`src/rtl/jam_pkg.sv`:
```
// rtl/jam_pkg.sv - shared types and width helpers for the job-assignment engine
package jam_pkg;

  typedef enum logic [1:0] {
    S_IDLE,
    S_ACC,
    S_EVAL,
    S_DONE
  } state_t;

  // Index width: enough bits to name N workers, never less than one.
  function automatic int iw_of(input int n);
    int w;
    w = $clog2(n);
    return (w < 1) ? 1 : w;
  endfunction

  // Sum width: N costs of CW bits each can never overflow this.
  function automatic int sw_of(input int n, input int cw);
    return cw + $clog2(n);
  endfunction

  // Increment that sticks at lim instead of wrapping.
  function automatic logic [31:0] sat_inc(input logic [31:0] v, input logic [31:0] lim);
    return (v >= lim) ? lim : v + 32'd1;
  endfunction

endpackage

```
`src/rtl/jam_gen_if.sv`:
```
// rtl/jam_gen_if.sv - start/result handshake and cost ROM bus of jam_gen
interface jam_gen_if #(
  parameter int N   = 8,
  parameter int CW  = 7,
  parameter int MCW = 4
);
  import jam_pkg::*;

  localparam int IW = iw_of(N);
  localparam int SW = sw_of(N, CW);

  logic              Start;
  logic [IW-1:0]     W;
  logic [IW-1:0]     J;
  logic [CW-1:0]     Cost;
  logic              Busy;
  logic              Valid;
  logic [SW-1:0]     MinCost;
  logic [MCW-1:0]    MatchCount;
  logic [N*IW-1:0]   BestPerm;

  // Host side: launches runs and serves the combinational cost ROM.
  modport master (
    output Start, Cost,
    input  W, J, Busy, Valid, MinCost, MatchCount, BestPerm
  );

  // Engine side.
  modport slave (
    input  Start, Cost,
    output W, J, Busy, Valid, MinCost, MatchCount, BestPerm
  );

endinterface

```
`src/rtl/jam_next_perm.sv`:
```
// rtl/jam_next_perm.sv - combinational next-lexicographic-permutation step
module jam_next_perm #(
  parameter int N  = 8,
  parameter int IW = 3
) (
  input  logic [N*IW-1:0] perm,
  output logic [N*IW-1:0] next_perm,
  output logic            is_last
);

  logic [IW-1:0] p [N];
  logic [IW-1:0] s [N];
  logic [IW-1:0] q [N];
  logic [IW-1:0] piv;
  logic [IW-1:0] succ;
  logic [IW:0]   ridx;
  logic          has_piv;

  // Pivot search, swap with rightmost larger element, then reverse the suffix.
  always_comb begin
    piv       = '0;
    succ      = '0;
    ridx      = '0;
    has_piv   = 1'b0;
    next_perm = '0;
    for (int i = 0; i < N; i++) begin
      p[i] = perm[i*IW +: IW];
    end
    for (int i = 0; i < N - 1; i++) begin
      if (p[i] < p[i+1]) begin
        has_piv = 1'b1;
        piv     = IW'(i);
      end
    end
    is_last = !has_piv;
    s = p;
    q = p;
    if (has_piv) begin
      for (int j = 0; j < N; j++) begin
        if (IW'(j) > piv && p[j] > p[piv]) begin
          succ = IW'(j);
        end
      end
      s[piv]  = p[succ];
      s[succ] = p[piv];
      for (int j = 0; j < N; j++) begin
        if (IW'(j) > piv) begin
          // Position j of the suffix takes the element mirrored about its centre.
          ridx = (IW+1)'(N) + {1'b0, piv} - (IW+1)'(j);
          q[j] = s[ridx[IW-1:0]];
        end else begin
          q[j] = s[j];
        end
      end
    end
    for (int i = 0; i < N; i++) begin
      next_perm[i*IW +: IW] = q[i];
    end
  end

endmodule

```
`src/rtl/jam_gen.sv`:
```
// rtl/jam_gen.sv - exhaustive N-by-N job-assignment search over an external cost ROM
module jam_gen
  import jam_pkg::*;
#(
  parameter int N     = 8,
  parameter int CW    = 7,
  parameter int MCW   = 4,
  parameter int PRUNE = 0
) (
  input  logic      CLK,
  input  logic      RST_N,
  jam_gen_if.slave  bus
);

  localparam int IW = iw_of(N);
  localparam int SW = sw_of(N, CW);

  function automatic logic [N*IW-1:0] ident_perm();
    logic [N*IW-1:0] r;
    r = '0;
    for (int i = 0; i < N; i++) begin
      r[i*IW +: IW] = IW'(i);
    end
    return r;
  endfunction

  localparam logic [N*IW-1:0] IDENT = ident_perm();

  state_t          state;
  logic [N*IW-1:0] perm;
  logic [N*IW-1:0] best_perm;
  logic [N*IW-1:0] next_perm;
  logic            is_last;
  logic [SW-1:0]   sum;
  logic [SW-1:0]   best;
  logic [SW-1:0]   acc;
  logic [IW-1:0]   k;
  logic [MCW-1:0]  count;
  logic            prune_hit;
  logic            step_done;
  logic [SW-1:0]   upd_best;
  logic [MCW-1:0]  upd_count;
  logic [N*IW-1:0] upd_bperm;

  jam_next_perm #(
    .N  (N),
    .IW (IW)
  ) u_next_perm (
    .perm      (perm),
    .next_perm (next_perm),
    .is_last   (is_last)
  );

  assign acc       = sum + SW'(bus.Cost);
  // Strictly greater, so a partial sum equal to the best still reaches the tie count.
  assign prune_hit = (PRUNE != 0) && (state == S_ACC) && (acc > best);
  assign step_done = (state == S_EVAL) || prune_hit;
  assign bus.W     = (state == S_ACC) ? k : '0;
  assign bus.J     = (state == S_ACC) ? perm[k*IW +: IW] : '0;

  // Best/count/permutation after this cycle's evaluation; a pruned step leaves them alone.
  always_comb begin
    upd_best  = best;
    upd_count = count;
    upd_bperm = best_perm;
    if (state == S_EVAL) begin
      if (sum < best) begin
        upd_best  = sum;
        upd_count = MCW'(1);
        upd_bperm = perm;
      end else if (sum == best) begin
        upd_count = MCW'(sat_inc(32'(count), 32'({MCW{1'b1}})));
      end
    end
  end

  // Run controller: accumulate one permutation, evaluate, step to the next, publish on the last.
  always_ff @(posedge CLK) begin
    if (!RST_N) begin
      state          <= S_IDLE;
      perm           <= '0;
      sum            <= '0;
      k              <= '0;
      best           <= '1;
      count          <= '0;
      best_perm      <= '0;
      bus.Busy       <= 1'b0;
      bus.Valid      <= 1'b0;
      bus.MinCost    <= '0;
      bus.MatchCount <= '0;
      bus.BestPerm   <= '0;
    end else begin
      case (state)
        S_IDLE, S_DONE: begin
          if (bus.Start) begin
            perm      <= IDENT;
            sum       <= '0;
            k         <= '0;
            best      <= '1;
            count     <= '0;
            bus.Busy  <= 1'b1;
            bus.Valid <= 1'b0;
            state     <= S_ACC;
          end
        end
        S_ACC, S_EVAL: begin
          if (step_done) begin
            best      <= upd_best;
            count     <= upd_count;
            best_perm <= upd_bperm;
            if (is_last) begin
              bus.MinCost    <= upd_best;
              bus.MatchCount <= upd_count;
              bus.BestPerm   <= upd_bperm;
              bus.Valid      <= 1'b1;
              bus.Busy       <= 1'b0;
              state          <= S_DONE;
            end else begin
              perm  <= next_perm;
              sum   <= '0;
              k     <= '0;
              state <= S_ACC;
            end
          end else begin
            sum <= acc;
            k   <= k + IW'(1);
            if (k == IW'(N - 1)) begin
              state <= S_EVAL;
            end
          end
        end
        default: state <= S_IDLE;
      endcase
    end
  end

endmodule

```
`src/flat_wrapper.sv`:
```
// flat-port wrapper written by rule: the top's interface ports become plain ports
module jam_gen_flat import jam_pkg::*;
#(
  parameter int N     = 8,
  parameter int CW    = 7,
  parameter int MCW   = 4,
  parameter int PRUNE = 0
)
  (CLK, RST_N, bus_Start, bus_Cost, bus_W, bus_J, bus_Busy, bus_Valid, bus_MinCost, bus_MatchCount, bus_BestPerm);
  jam_gen_if #(.N(N), .CW(CW), .MCW(MCW)) bus_i ();
  input  logic CLK;
  input  logic RST_N;
  input wire logic [$bits(bus_i.Start)-1:0] bus_Start;
  input wire logic [$bits(bus_i.Cost)-1:0] bus_Cost;
  output wire logic [$bits(bus_i.W)-1:0] bus_W;
  output wire logic [$bits(bus_i.J)-1:0] bus_J;
  output wire logic [$bits(bus_i.Busy)-1:0] bus_Busy;
  output wire logic [$bits(bus_i.Valid)-1:0] bus_Valid;
  output wire logic [$bits(bus_i.MinCost)-1:0] bus_MinCost;
  output wire logic [$bits(bus_i.MatchCount)-1:0] bus_MatchCount;
  output wire logic [$bits(bus_i.BestPerm)-1:0] bus_BestPerm;
  assign bus_i.Start = bus_Start;
  assign bus_i.Cost = bus_Cost;
  assign bus_W = bus_i.W;
  assign bus_J = bus_i.J;
  assign bus_Busy = bus_i.Busy;
  assign bus_Valid = bus_i.Valid;
  assign bus_MinCost = bus_i.MinCost;
  assign bus_MatchCount = bus_i.MatchCount;
  assign bus_BestPerm = bus_i.BestPerm;
  jam_gen #(.N(N), .CW(CW), .MCW(MCW), .PRUNE(PRUNE)) u_core (.CLK(CLK), .RST_N(RST_N), .bus(bus_i));
endmodule
```
`config.mk`:
```
export PLATFORM = sky130hd
export DESIGN_NAME = jam_gen_flat
export DESIGN_NICKNAME = d
export VERILOG_FILES = /design/src/rtl/jam_pkg.sv /design/src/rtl/jam_gen_if.sv /design/src/rtl/jam_next_perm.sv /design/src/rtl/jam_gen.sv /design/src/flat_wrapper.sv
export SDC_FILE = /design/constraint.sdc
export NUM_CORES = 1
export LEC_CHECK = 0
export BUFFER_PORTS_ARGS = -buffer_cell sky130_fd_sc_hd__clkbuf_2
export CAP_MARGIN = 20
export CELL_PAD_IN_SITES_DETAIL_PLACEMENT = 0
export CELL_PAD_IN_SITES_GLOBAL_PLACEMENT = 1
export CORE_ASPECT_RATIO = 0.75
export CORE_MARGIN = 1
export CORE_UTILIZATION = 30
export DETAILED_ROUTE_END_ITERATION = 7
export PLACE_DENSITY = 0.59
export SETUP_SLACK_MARGIN = 0.2
export SYNTH_ARGS = -nofsm -noshare
export SYNTH_HDL_FRONTEND = slang
export SYNTH_SLANG_ARGS = --single-unit
```
`constraint.sdc`:
```
create_clock -name CLK -period 16.6 [get_ports CLK]
set_input_delay 0 -clock CLK [delete_from_list [all_inputs] [get_ports CLK]]
set_output_delay 0 -clock CLK [all_outputs]
set_load 0.05 [all_outputs]
```
Word-level counts from Yosys, hierarchy flattened
Cells that the tools add are included.
{ "word_totals": {"in_bits": 10, "reg_bits": 117, "word_cells": 205, "output_inout_bits": 46} }
{ "op_classes": {"addsub": 11, "shifts": 1, "eq_ne": 11, "n_lt_le_gt_ge": 36, "bitwise": 11, "mux": 103, "reduce_logical": 19, "mul": 1} }
{ "ops": {"columns": ["op", "n"], "rows": [
  ["two-way mux 3 bit", 47],
  ["two-way mux 24 bit", 4],
  ["binary-select mux 3 bit (select 3 bit)", 10],
  ["two-way mux 10 bit", 6],
  ["bitwise mux 24 bit", 2],
  ["one-hot mux 24 bit (2 select lines)", 1],
  [">= comparator 4 bit (second input constant)", 11],
  ["NOT 3 -> 4 bit", 10],
  ["one-hot mux 10 bit (2 select lines)", 2],
  ["variable part select 24 x 6 -> 3 bit", 1],
  ["greater-than comparator 3 bit", 7],
  ["less-than comparator 3 bit", 7],
  ["two-way mux 4 bit", 5],
  ["demux 3 bit (select 3 bit)", 2],
  ["two-way mux 1 bit", 15],
  ["greater-than comparator 3 bit (first input constant)", 4],
  ["subtractor 3 bit (second input constant)", 4],
  ["adder 10 x 7 -> 10 bit", 1],
  ["equality test 10 bit", 1],
  ["less-than comparator 10 bit", 1],
  ["logical AND 1 bit", 9],
  ["AND reduction 3 bit", 3],
  ["less-than comparator 4 x 1 -> 1 bit (second input constant)", 2],
  ["two-way mux 2 bit", 4],
  ["other kinds (23)", 34]
]} }

Longest topological paths before layout
Gate-level depths: netlist (run 1).
{ "depth": {"depth_word": 34, "ltp_mapped": 32, "depth_no_buf": 26} }

Modules after synthesis
A second synthesis (run 1) with hierarchy kept.
{ "hier_totals": {"cells_unflattened": 1261, "hier_area_um2": 9665.5} }
{ "by_module_without_submodules": {"columns": ["mod", "instances", "seq_area_each_um2", "cells_each", "area_each_um2"], "rows": [
  ["jam_gen", 1, 2342.2, 589, 5486.5],
  ["jam_next_perm", 1, 0.0, 672, 4179.0]
]} }

Worst setup path before layout (run 1)
Ideal clock, no wire load.
{ "synth_timing": {"kind": "reg-to-reg", "start": "register u_core.perm[10]", "end": "register u_core.perm[1]", "required_ps": 16483, "path_buffers": 6, "setup_ps": 117, "period_less_slack_ps": 6221, "slack_ps": 10379, "stages_incl_launch_ff": 29, "arrival_ps": 6104, "cell_sequence": "dfxtp_1 > clkbuf_1 > inv_1 > ha_1 > a21oi_1 > o21ai_1 > and2_1 > buf_2 > o21ai_1 > inv_1 > clkbuf_1 > o211ai_1 > o211ai_1 > o21ai_0 > clkbuf_1 > ha_1 > and3_1 > a31o_2 > a211o_1 > or2_1 > clkbuf_1 > mux2_2 > o21ai_1 > a211oi_1 > a21boi_2 > buf_4 > a21oi_1 > a2111o_1 > a22o_1"} }
{ "synth_via": {"elab_chain_cells": 33, "elab_cells_between_ends": 73, "cone_classes": "1 x add/sub; 21 x order compare; 1 x eq/ne; 37 x mux; 3 x bitwise; 10 x reduce/logical"} }
{ "synth_rtl": {"columns": ["item", "line", "text"], "rows": [
  ["start: declaration", "jam_gen.sv:30", "logic [N*IW-1:0] perm;"],
  ["start signal: assignment", "jam_gen.sv:119", "perm <= next_perm;"],
  ["less-than comparator 3 bit", "jam_next_perm.sv:30", "if (p[i] < p[i+1]) begin"],
  ["two-way mux 3 bit (5 in series)", "jam_next_perm.sv:30", null],
  ["NOT 3 -> 4 bit (not written as such)", "jam_next_perm.sv:40, jam_next_perm.sv:44, jam_next_perm.sv:45", null],
  ["binary-select mux 3 bit (select 3 bit)", "jam_next_perm.sv:40, jam_next_perm.sv:45", null],
  ["two-way mux 3 bit (not written as such) (2 in series)", "jam_next_perm.sv:40, jam_next_perm.sv:45", null],
  ["greater-than comparator 3 bit", "jam_next_perm.sv:40", "if (IW'(j) > piv && p[j] > p[piv]) begin"],
  ["logical AND 1 bit", "jam_next_perm.sv:40", null],
  ["two-way mux 1 bit", "jam_next_perm.sv:40", null],
  ["[... 11 more ...]", null, null],
  ["demux 3 bit (select 3 bit) / bitwise mux 24 bit (equally long branches)", "jam_next_perm.sv:45, jam_next_perm.sv:44", null],
  ["bitwise mux 24 bit", "jam_next_perm.sv:45", "s[succ] = p[piv];"],
  ["binary-select mux 3 bit (select 3 bit)", "jam_next_perm.sv:50", "q[j] = s[ridx[IW-1:0]];"],
  ["two-way mux 3 bit (not written as such) (2 in series)", "jam_next_perm.sv:50", null],
  ["two-way mux 3 bit", "jam_next_perm.sv:47", "if (IW'(j) > piv) begin"],
  ["two-way mux 24 bit", "jam_gen.sv:111", "if (is_last) begin"],
  ["two-way mux 24 bit", "jam_gen.sv:107", "if (step_done) begin"],
  ["one-hot mux 24 bit (2 select lines)", "jam_gen.sv:93", "case (state)"]
]} }
Parallel ways exist; a longest one is shown, timed or not. The select of a mux whose other input is x is not followed.
A chain may end at the register's enable or synchronous reset.

Worst setup path in the final report (run 1)
{ "layout_timing": {"start": "register u_core.perm[13]", "end": "register u_core.perm[1]"} }
{ "layout_via": {"elab_chain_cells": 32, "elab_cells_between_ends": 71, "cone_classes": "1 x add/sub; 21 x order compare; 1 x eq/ne; 35 x mux; 3 x bitwise; 10 x reduce/logical"} }
{ "layout_rtl": {"columns": ["item", "line"], "rows": [
  ["less-than comparator 3 bit", "jam_next_perm.sv:30"],
  ["two-way mux 3 bit (4 in series)", "jam_next_perm.sv:30"],
  ["NOT 3 -> 4 bit (not written as such)", "jam_next_perm.sv:40, jam_next_perm.sv:44, jam_next_perm.sv:45"],
  ["binary-select mux 3 bit (select 3 bit)", "jam_next_perm.sv:40, jam_next_perm.sv:45"],
  ["two-way mux 3 bit (not written as such) (2 in series)", "jam_next_perm.sv:40, jam_next_perm.sv:45"],
  ["greater-than comparator 3 bit", "jam_next_perm.sv:40"],
  ["logical AND 1 bit", "jam_next_perm.sv:40"],
  ["two-way mux 1 bit", "jam_next_perm.sv:40"],
  ["[... 11 more ...]", null],
  ["demux 3 bit (select 3 bit) / bitwise mux 24 bit (equally long branches)", "jam_next_perm.sv:45, jam_next_perm.sv:44"],
  ["bitwise mux 24 bit", "jam_next_perm.sv:45"],
  ["binary-select mux 3 bit (select 3 bit)", "jam_next_perm.sv:50"],
  ["two-way mux 3 bit (not written as such) (2 in series)", "jam_next_perm.sv:50"],
  ["two-way mux 3 bit", "jam_next_perm.sv:47"],
  ["two-way mux 24 bit", "jam_gen.sv:111"],
  ["two-way mux 24 bit", "jam_gen.sv:107"],
  ["one-hot mux 24 bit (2 select lines)", "jam_gen.sv:93"]
]} }
Parallel ways exist; a longest one is shown, timed or not. The select of a mux whose other input is x is not followed.

==> results of run 1 <==
## worst max-delay path: cells and delay by family (launching register included)
family	cells	cell delay, ns
AO/OA/AOI/OAI	14	4.02
buffers and inverters	3	1.16
adder cells (fa/ha/maj)	2	0.82
flip-flops	1	0.73
AND/OR/NAND/NOR	4	0.73
multiplexers	1	0.23
## placed cells by master (no fill, tap or decap), types with 11 or more instances in the layout
cell type  synthesis  layout
nand2_1          221     221
nor2_1           128     128
dfxtp_1          117     117
a21oi_1          105     105
ha_1              60      60
clkbuf_2           0      55
o21ai_0           49      48
inv_1             48      47
a311oi_1          38      38
mux2i_1           28      28
buf_4              2      28
a211oi_1          24      24
a31oi_1           21      21
o211ai_1          19      19
nand3_1           19      19
nor3_1            18      18
clkbuf_16          0      17
nor2b_1           15      15
o22ai_1           13      13
a22oi_1           13      13
a21o_1            12      12
mux4_2            11      11
## per-stage QoR
step,util (%),area (µm²),cells
detailed placement,32.69,9945,1631
finish,34.76,10570,1664
global route,34.76,10570,1664
CTS,34.76,10570,1664
floorplan,-,9348,1244
global placement,32.69,9945,1631
## sequential cells by signal (all words and copies together), names as in the netlist
| name | cells |
|---|---|
| u_core.best | 10 |
| u_core.best_perm | 24 |
| u_core.perm | 24 |
| u_core.k | 3 |
| u_core.sum | 10 |
| u_core.bus.Valid | 1 |
| u_core.count | 4 |
| u_core.bus.MatchCount | 4 |
| u_core.bus.MinCost | 10 |
| u_core.bus.Busy | 1 |
| u_core.bus.BestPerm | 24 |
| u_core.state | 2 |
## worst max-delay path by stage
stage	to	cells after the start	startpoint	slack [ns]
2_1_floorplan	u_core.perm[1]	28	u_core.perm[10]	10.38
3_3_place_gp	u_core.perm[19]	25	u_core.perm[13]	9.11
3_5_place_dp	u_core.perm[1]	24	u_core.perm[13]	9.01
4_1_cts	u_core.perm[1]	24	u_core.perm[13]	8.94
5_1_grt	u_core.perm[19]	26	u_core.perm[13]	8.38
6_report	u_core.perm[1]	24	u_core.perm[13]	8.76
## area by class of cell
cell class / instances / area [µm²] / area share [%]
Multi-Input combinational cell: 981 / 6426 / 60.77
Sequential cell: 117 / 2342 / 22.15
Tap cell: 399 / 499.2 / 4.721
Timing Repair Buffer: 84 / 495.5 / 4.686
Clock buffer: 21 / 470.5 / 4.449
Inverter: 51 / 191.4 / 1.810
Clock inverter: 11 / 148.9 / 1.408
## metal layers
| layer | GRT usage, % | up-vias | part of all wire, % |
|---|---|---|---|
| met5 | 0 | - | 0 |
| met4 | 7.423 | 0 | 2.1 |
| met3 | 6.326 | 53 | 9.3 |
| met2 | 33.94 | 445 | 39 |
| met1 | 38.31 | 4616 | 49 |
| li1 | - | 4571 | - |
## cells by family after synthesis
| kind of cell | after synthesis | share of synthesized area, % |
|---|---|---|
| AO/OA/AOI/OAI | 394 | 30.06 |
| XOR/XNOR | 10 | 0.9369 |
| adder cells (fa/ha/maj) | 61 | 8.245 |
| buffers and inverters | 146 | 6.371 |
| flip-flops | 117 | 25.06 |
| multiplexers | 46 | 6.492 |
| AND/OR/NAND/NOR | 470 | 22.84 |
## timing repair
item                       4_1_cts  5_1_grt
setup endpoints to repair        0        0
hold buffers                     1        0
hold endpoints to repair         1        0
==> impl_summary.md, run 1 <==
Final layout
The fraction of final layout cells sized beyond drive strength 1 is 13.99%. From synthesis to final layout, the design area changed by 13.12%. The number of nets at the end of the flow is 1323. The number of antenna diodes in the final layout is 0. The count of fill cells added during filler insertion is 3296.

Drt
Summed over all layers, the routed wires come to 39390 µm. The via count normalized by instance count is 5.820. In the final routed layout, each cell accounts on average for around 24 µm. The via count is 9685. The detail route stage leaves a number of antenna-violating nets equal to 0. The first detailed-routing pass ran for 5 iterations. In the routed design, unresolved DRC markers number 0.

The first routing iteration left just over 1000 violations.

Logic synthesis
The main flop type after synthesis is dfxtp_1. The warning count from the yosys run is 0. The number of library cell types mapped by synthesis is 95. The number of nets produced by synthesis is 1315.

The commonest cells after synthesis are nand2_1, nor2_1, dfxtp_1. The cell taking the most area after synthesis is dfxtp_1. The mean post-synth cell area is 7.514 µm². The most repeated cell in the gate-level netlist after synthesis is nand2_1. Ranked by total cell area, the synthesized netlist is headed by dfxtp_1, nand2_1, ha_1.

The area of the mapped netlist is about 9300 µm². Sequential elements use 25.06% of the synthesized area. Counting flops with a built-in enable in the synthesized netlist gives 0. The cell count after synthesis is between 1000 and 1500. The synthesized design devotes to its leading area cell type 25.06% of total area. The proportion of register bits with asynchronous set or reset after synthesis is 0%. After synthesis the netlist holds a flip-flop and latch count of 117.

Worst setup path
Data arrives at the worst endpoint at 8.18 ns. The endpoint identified for the worst register-to-register timing path is u_core.perm[1]. Walking the worst path, the cells encountered are inv_1, ha_1, a21oi_1, o21ai_4, and2_1, o21ai_2, buf_4, mux2i_1, nor2_1, a211oi_1, a31o_2, clkinv_1, ha_1, and3_1, a31o_2, a211o_1, o22ai_4, nor4b_4, a22o_1, a211oi_1, a21boi_2, a21oi_1, a2111o_1, a22o_1. STA classifies the critical path startpoint as a flop. Measured in cells, the most critical reg-to-reg path has a length of 24.

Data on the critical path is required at its endpoint by approximately 17 ns. In this run the worst path has a maximum fanout of 29. In this design, the stage delay of the slowest critical-path cell is between 0.7 and 0.8 ns. The worst setup slack for register-to-register paths is a little under 9 ns. The kind of end point of the critical path is a flop.

The highest-delay cell along the critical path is dfxtp_1. The class of the most critical setup path is flop to flop. The startpoint of the worst register-to-register path is u_core.perm[13].

Global routing
The global-route usage over all layers is 25.16%. The via count of the first global-routing pass is 8942. The first-pass GRT wire length is about 60000 µm.

The total global routing overflow is 0. The pin count of the biggest net entering global routing is 85. The number of antenna violations at the first check in global routing is 0.

Hold path
The path with the worst hold slack has its endpoint at u_core.sum[1]. The path type of the worst min-delay path is input port to flop. The instance count along the most critical hold path is 4. In this run the most critical hold path is launched from bus_Cost[1].

Floorplanning
The area of the core is 30420 µm². The boundary pin count is 56. The initial utilization of the core area, before any placement, comes to 30.73%. The die footprint is 31880 µm². The initialized floorplan defines 55 standard-cell rows.

The vertical die dimension is 154.9 µm. The die boundary width is 205.8 µm.

Clock tree
The clock latency on the worst-skew pair is 0.44 ns. The clock tree synthesis step divided the H-tree into 4 levels. TritonCTS built the clock tree. The CTS buffer count is 17.

The number of clock sinks is 117. The number of setup buffers added after CTS is 0. The CTS clock-pin slew for the worst setup and hold paths is 0.06 ns. The tree is rooted in a clkbuf_16.

The clock passes through at most 2 buffers. The quantity of gates resized following cts is 0.

Placed design
The global placement routability congestion is 0.9247. In this run the tool buffered the top-level ports with 55 buffer cells. After legalization and detailed placement, the total HPWL measured 27860 µm. Before CTS, the worst setup slack after placement is 9.011 ns.

Timing
Headroom to the max-slew limit came out at roughly a fifth. Once routing completed, OpenROAD measured the worst setup slack at a little under 9 ns. The setup total negative slack is 0 ns. The max-slew violation total from the final report came to 0. The number of setup violations in the final report is 0. The worst path uses 47.25% of the clock period.

For the final database, setup skew stands at 0.01300 ns. The time the final worst path needs with I/O delays and setup is 7.843 ns. The upper clock frequency limit is approximately 130 MHz. The minimum hold slack is ~0.016 ns. The transition time at the pin with the least slew margin is 1.184 ns. Setup repair after global routing left no endpoint under its margin. The final hold violation count is 0.

Status
The flow ran to the end, and the final reports show no timing, DRC or antenna violations.

Flow run
Max-cap violations in this run came to 0.
Power of run 1 is not shown: default switching activity piles up to over one toggle a cycle in this logic, so the estimate is an artifact.
==> run 2: changes to the inputs <==
Clock period 16.6 ns to 7.8 ns, I/O delays scaled along.
==> impl_summary.md, run 2 (synthesis results as in run 1) <==
Worst setup path
The worst setup path is captured at a flop. The worst setup slack for register-to-register paths is 0.71 ns (-8.04 ns). STA classifies the critical path startpoint as a flop.

The capture point of the worst path is u_core.perm[19]. In this run the critical register-to-register path is launched from u_core.perm[11]. The logic depth of the worst register-to-register path is 22 (-8.3%). Tracing the worst setup path back leads to its startpoint at u_core.perm[11]. The class of the most critical setup path is flop to flop.

The required time of the worst setup path is 8.10 ns (-8.84 ns). The critical path arrival is 7.39 ns (-0.79 ns). The maximum net fanout on the critical path is 14 (-52%). The end of the worst register-to-register path is u_core.perm[19].

Final layout
In the layout the commonest cells are nand2_1, nor2_1, dfxtp_1. The area growth from synthesis to final layout is 14.54%. The library cell used most frequently in the layout, excluding fill and tap cells, is nand2_1. The largest registers in the layout are u_core.best_perm: 24 flops, u_core.bus.BestPerm: 24 flops, u_core.perm: 24 flops. The final instance count without filler cells is 1685 (+1.3%).

The fraction of final layout cells sized beyond drive strength 1 came to 15.25% (+1.3 points). The number of nets at the end of the flow came to 1343 (+1.5%).

Timing
The minimum hold slack is 0.02763 ns (+0.01143 ns). Setup repair after global routing left no endpoint under its margin. The number of setup violations in the final report is 0 (unchanged). The worst slew slack as a fraction of its limit is 26.63% (+5.8 points). The setup total negative slack is 0 ns (unchanged). The max-slew violation total from the final report was 0 (unchanged). The time the final worst path needs with I/O delays and setup is 7.088 ns (-0.7557 ns). The setup skew after layout is 0.009892 ns (-0.003111 ns).

The upper clock frequency limit is 141.1 MHz (+11%). The transition time at the pin with the least slew margin is 1.097 ns (-0.08710 ns). The share of the clock period used by the worst path came to 90.87% (+44 points). The final hold violation count is 0 (unchanged).

Hold path
The instance count along the most critical hold path is 4 (unchanged). The path type of the worst min-delay path is input port to flop.

Drt
The post-detailed-route wirelength per cell is 24.15 µm (+2.0%). The first-pass iteration count of the detailed router is 5 (unchanged). The number of DRC markers after the initial detailed-route iteration is 1143 (+13%). The total wire length after detailed routing is 40690 µm (+3.3%). The via count is 9871 (+1.9%). The via count normalized by instance count is 5.858 (+0.65%). The remaining design rule violation count is 0 (unchanged). The count of nets left with antenna violations after detail routing is 0 (unchanged).

Floorplanning
The die footprint is 31880 µm² (unchanged). The row count is 55 (unchanged). The vertical die dimension came to 154.9 µm (unchanged).

The area of the core is 30420 µm² (unchanged). The die boundary width is 205.8 µm (unchanged). The boundary pin count is 56 (unchanged). The initial standard-cell utilization of the core is 30.73% (unchanged).

Global routing
The via count of the first global-routing pass was 9000 (+0.65%). The pin count of the biggest net entering global routing is 81 (-4.7%). The number of antenna violations at the first check in global routing came to 1 (+1).

The first-pass GRT wire length was 60440 µm (+2.4%). The total global routing overflow is 0 (unchanged). The global-route usage over all layers came to 25.93% (+0.77 points).

Placed design
The total half-perimeter wirelength after legalization and detailed placement is 29180 µm (+4.7%). The global placement routability congestion was 0.9899 (+7.1%). The post-placement cell count came to 1650 (+1.2%).

The number of port buffers was 55 (unchanged).

Clock tree
The CTS buffer count was 17 (unchanged). The number of H-tree branching levels is 4 (unchanged). The clock latency on the worst-skew pair was 0.44 ns (about the same).

The maximum root-to-sink buffer count is 2 (unchanged). The number of clock sinks is 117 (unchanged). The CTS clock-pin slew for the worst setup and hold paths is 0.06 ns (about the same). The cell at the root of the clock tree is clkbuf_16. The clock tree from TritonCTS is yes.

Flow run
The total of max-cap violations is 0 (unchanged).

Status
The run finished with clean final reports.
## run 2: worst min-delay path by stage
stage	endpoint	startpoint	slack, ns
after CTS	u_core.sum[1]	bus_Cost[1]	0.004
after global placement	u_core.sum[0]	bus_Cost[0]	0.43
after detailed placement	u_core.sum[0]	bus_Cost[0]	0.42
after global routing	u_core.sum[1]	bus_Cost[1]	0.07
final	u_core.sum[1]	bus_Cost[1]	0.03
after floorplan	u_core.sum[0]	bus_Cost[0]	0.25
## run 2: per-layer routing
| metal | routed length, µm | part of all wire [%] | GRT usage [%] |
|---|---|---|---|
| met5 | 0 | 0 | 0 |
| met4 | 1196 | 2.9 | 9.524 |
| met3 | 4085 | 10 | 7.038 |
| met2 | 15640 | 38 | 33.38 |
| met1 | 19770 | 49 | 39.75 |
## run 2: what timing repair did
item	4_1_cts	5_1_grt
setup buffers	0	1
hold buffers	1	0
endpoints found under the hold margin	1	0
resized for setup	0	1
endpoints found under the setup margin	0	2
## run 2: layout make-up
class | count | area [µm²]
multi-input combinational | 981 | 6434
inverter | 51 | 191.4
sequential | 117 | 2342
timing repair buffer | 104 | 645.6
clock inverter | 13 | 158.9
tap | 399 | 499.2
clock buffer | 19 | 432.9
fill | 3289 | 19710
antenna | 1 | 2.502
## run 2: stage by stage
stage | utilization (%) | cell area (µm²) | worst slack (ns)
2_1_floorplan | - | 9348 | 1.579
4_1_cts | 35.14 | 10690 | 0.6914
3_5_place_dp | 33.16 | 10090 | 0.7220
6_report | 35.20 | 10710 | 0.7124
3_3_place_gp | 33.16 | 10090 | 0.6931
5_1_grt | 35.19 | 10700 | 0.3570
## run 2: critical path, cell delays in order, from the launching register on
cell and delay, ns:
dfxtp_1 0.65, inv_1 0.13, ha_1 0.31, a21oi_1 0.17, o21ai_1 0.14, and2_1 0.30, o21ai_2 0.51, inv_1 0.29
o211ai_1 0.23, a31o_2 0.28, clkinv_1 0.25, ha_1 0.38, nand2_1 0.10, a2111oi_0 0.07, nor3_1 0.38, and2_1 0.38
nor3b_2 0.84, nand2_1 0.26, o21ai_0 0.20, mux2i_1 0.12, a21oi_1 0.39, a211oi_1 0.14, a211oi_1 0.41
Power of run 2 is left out for the same reason.
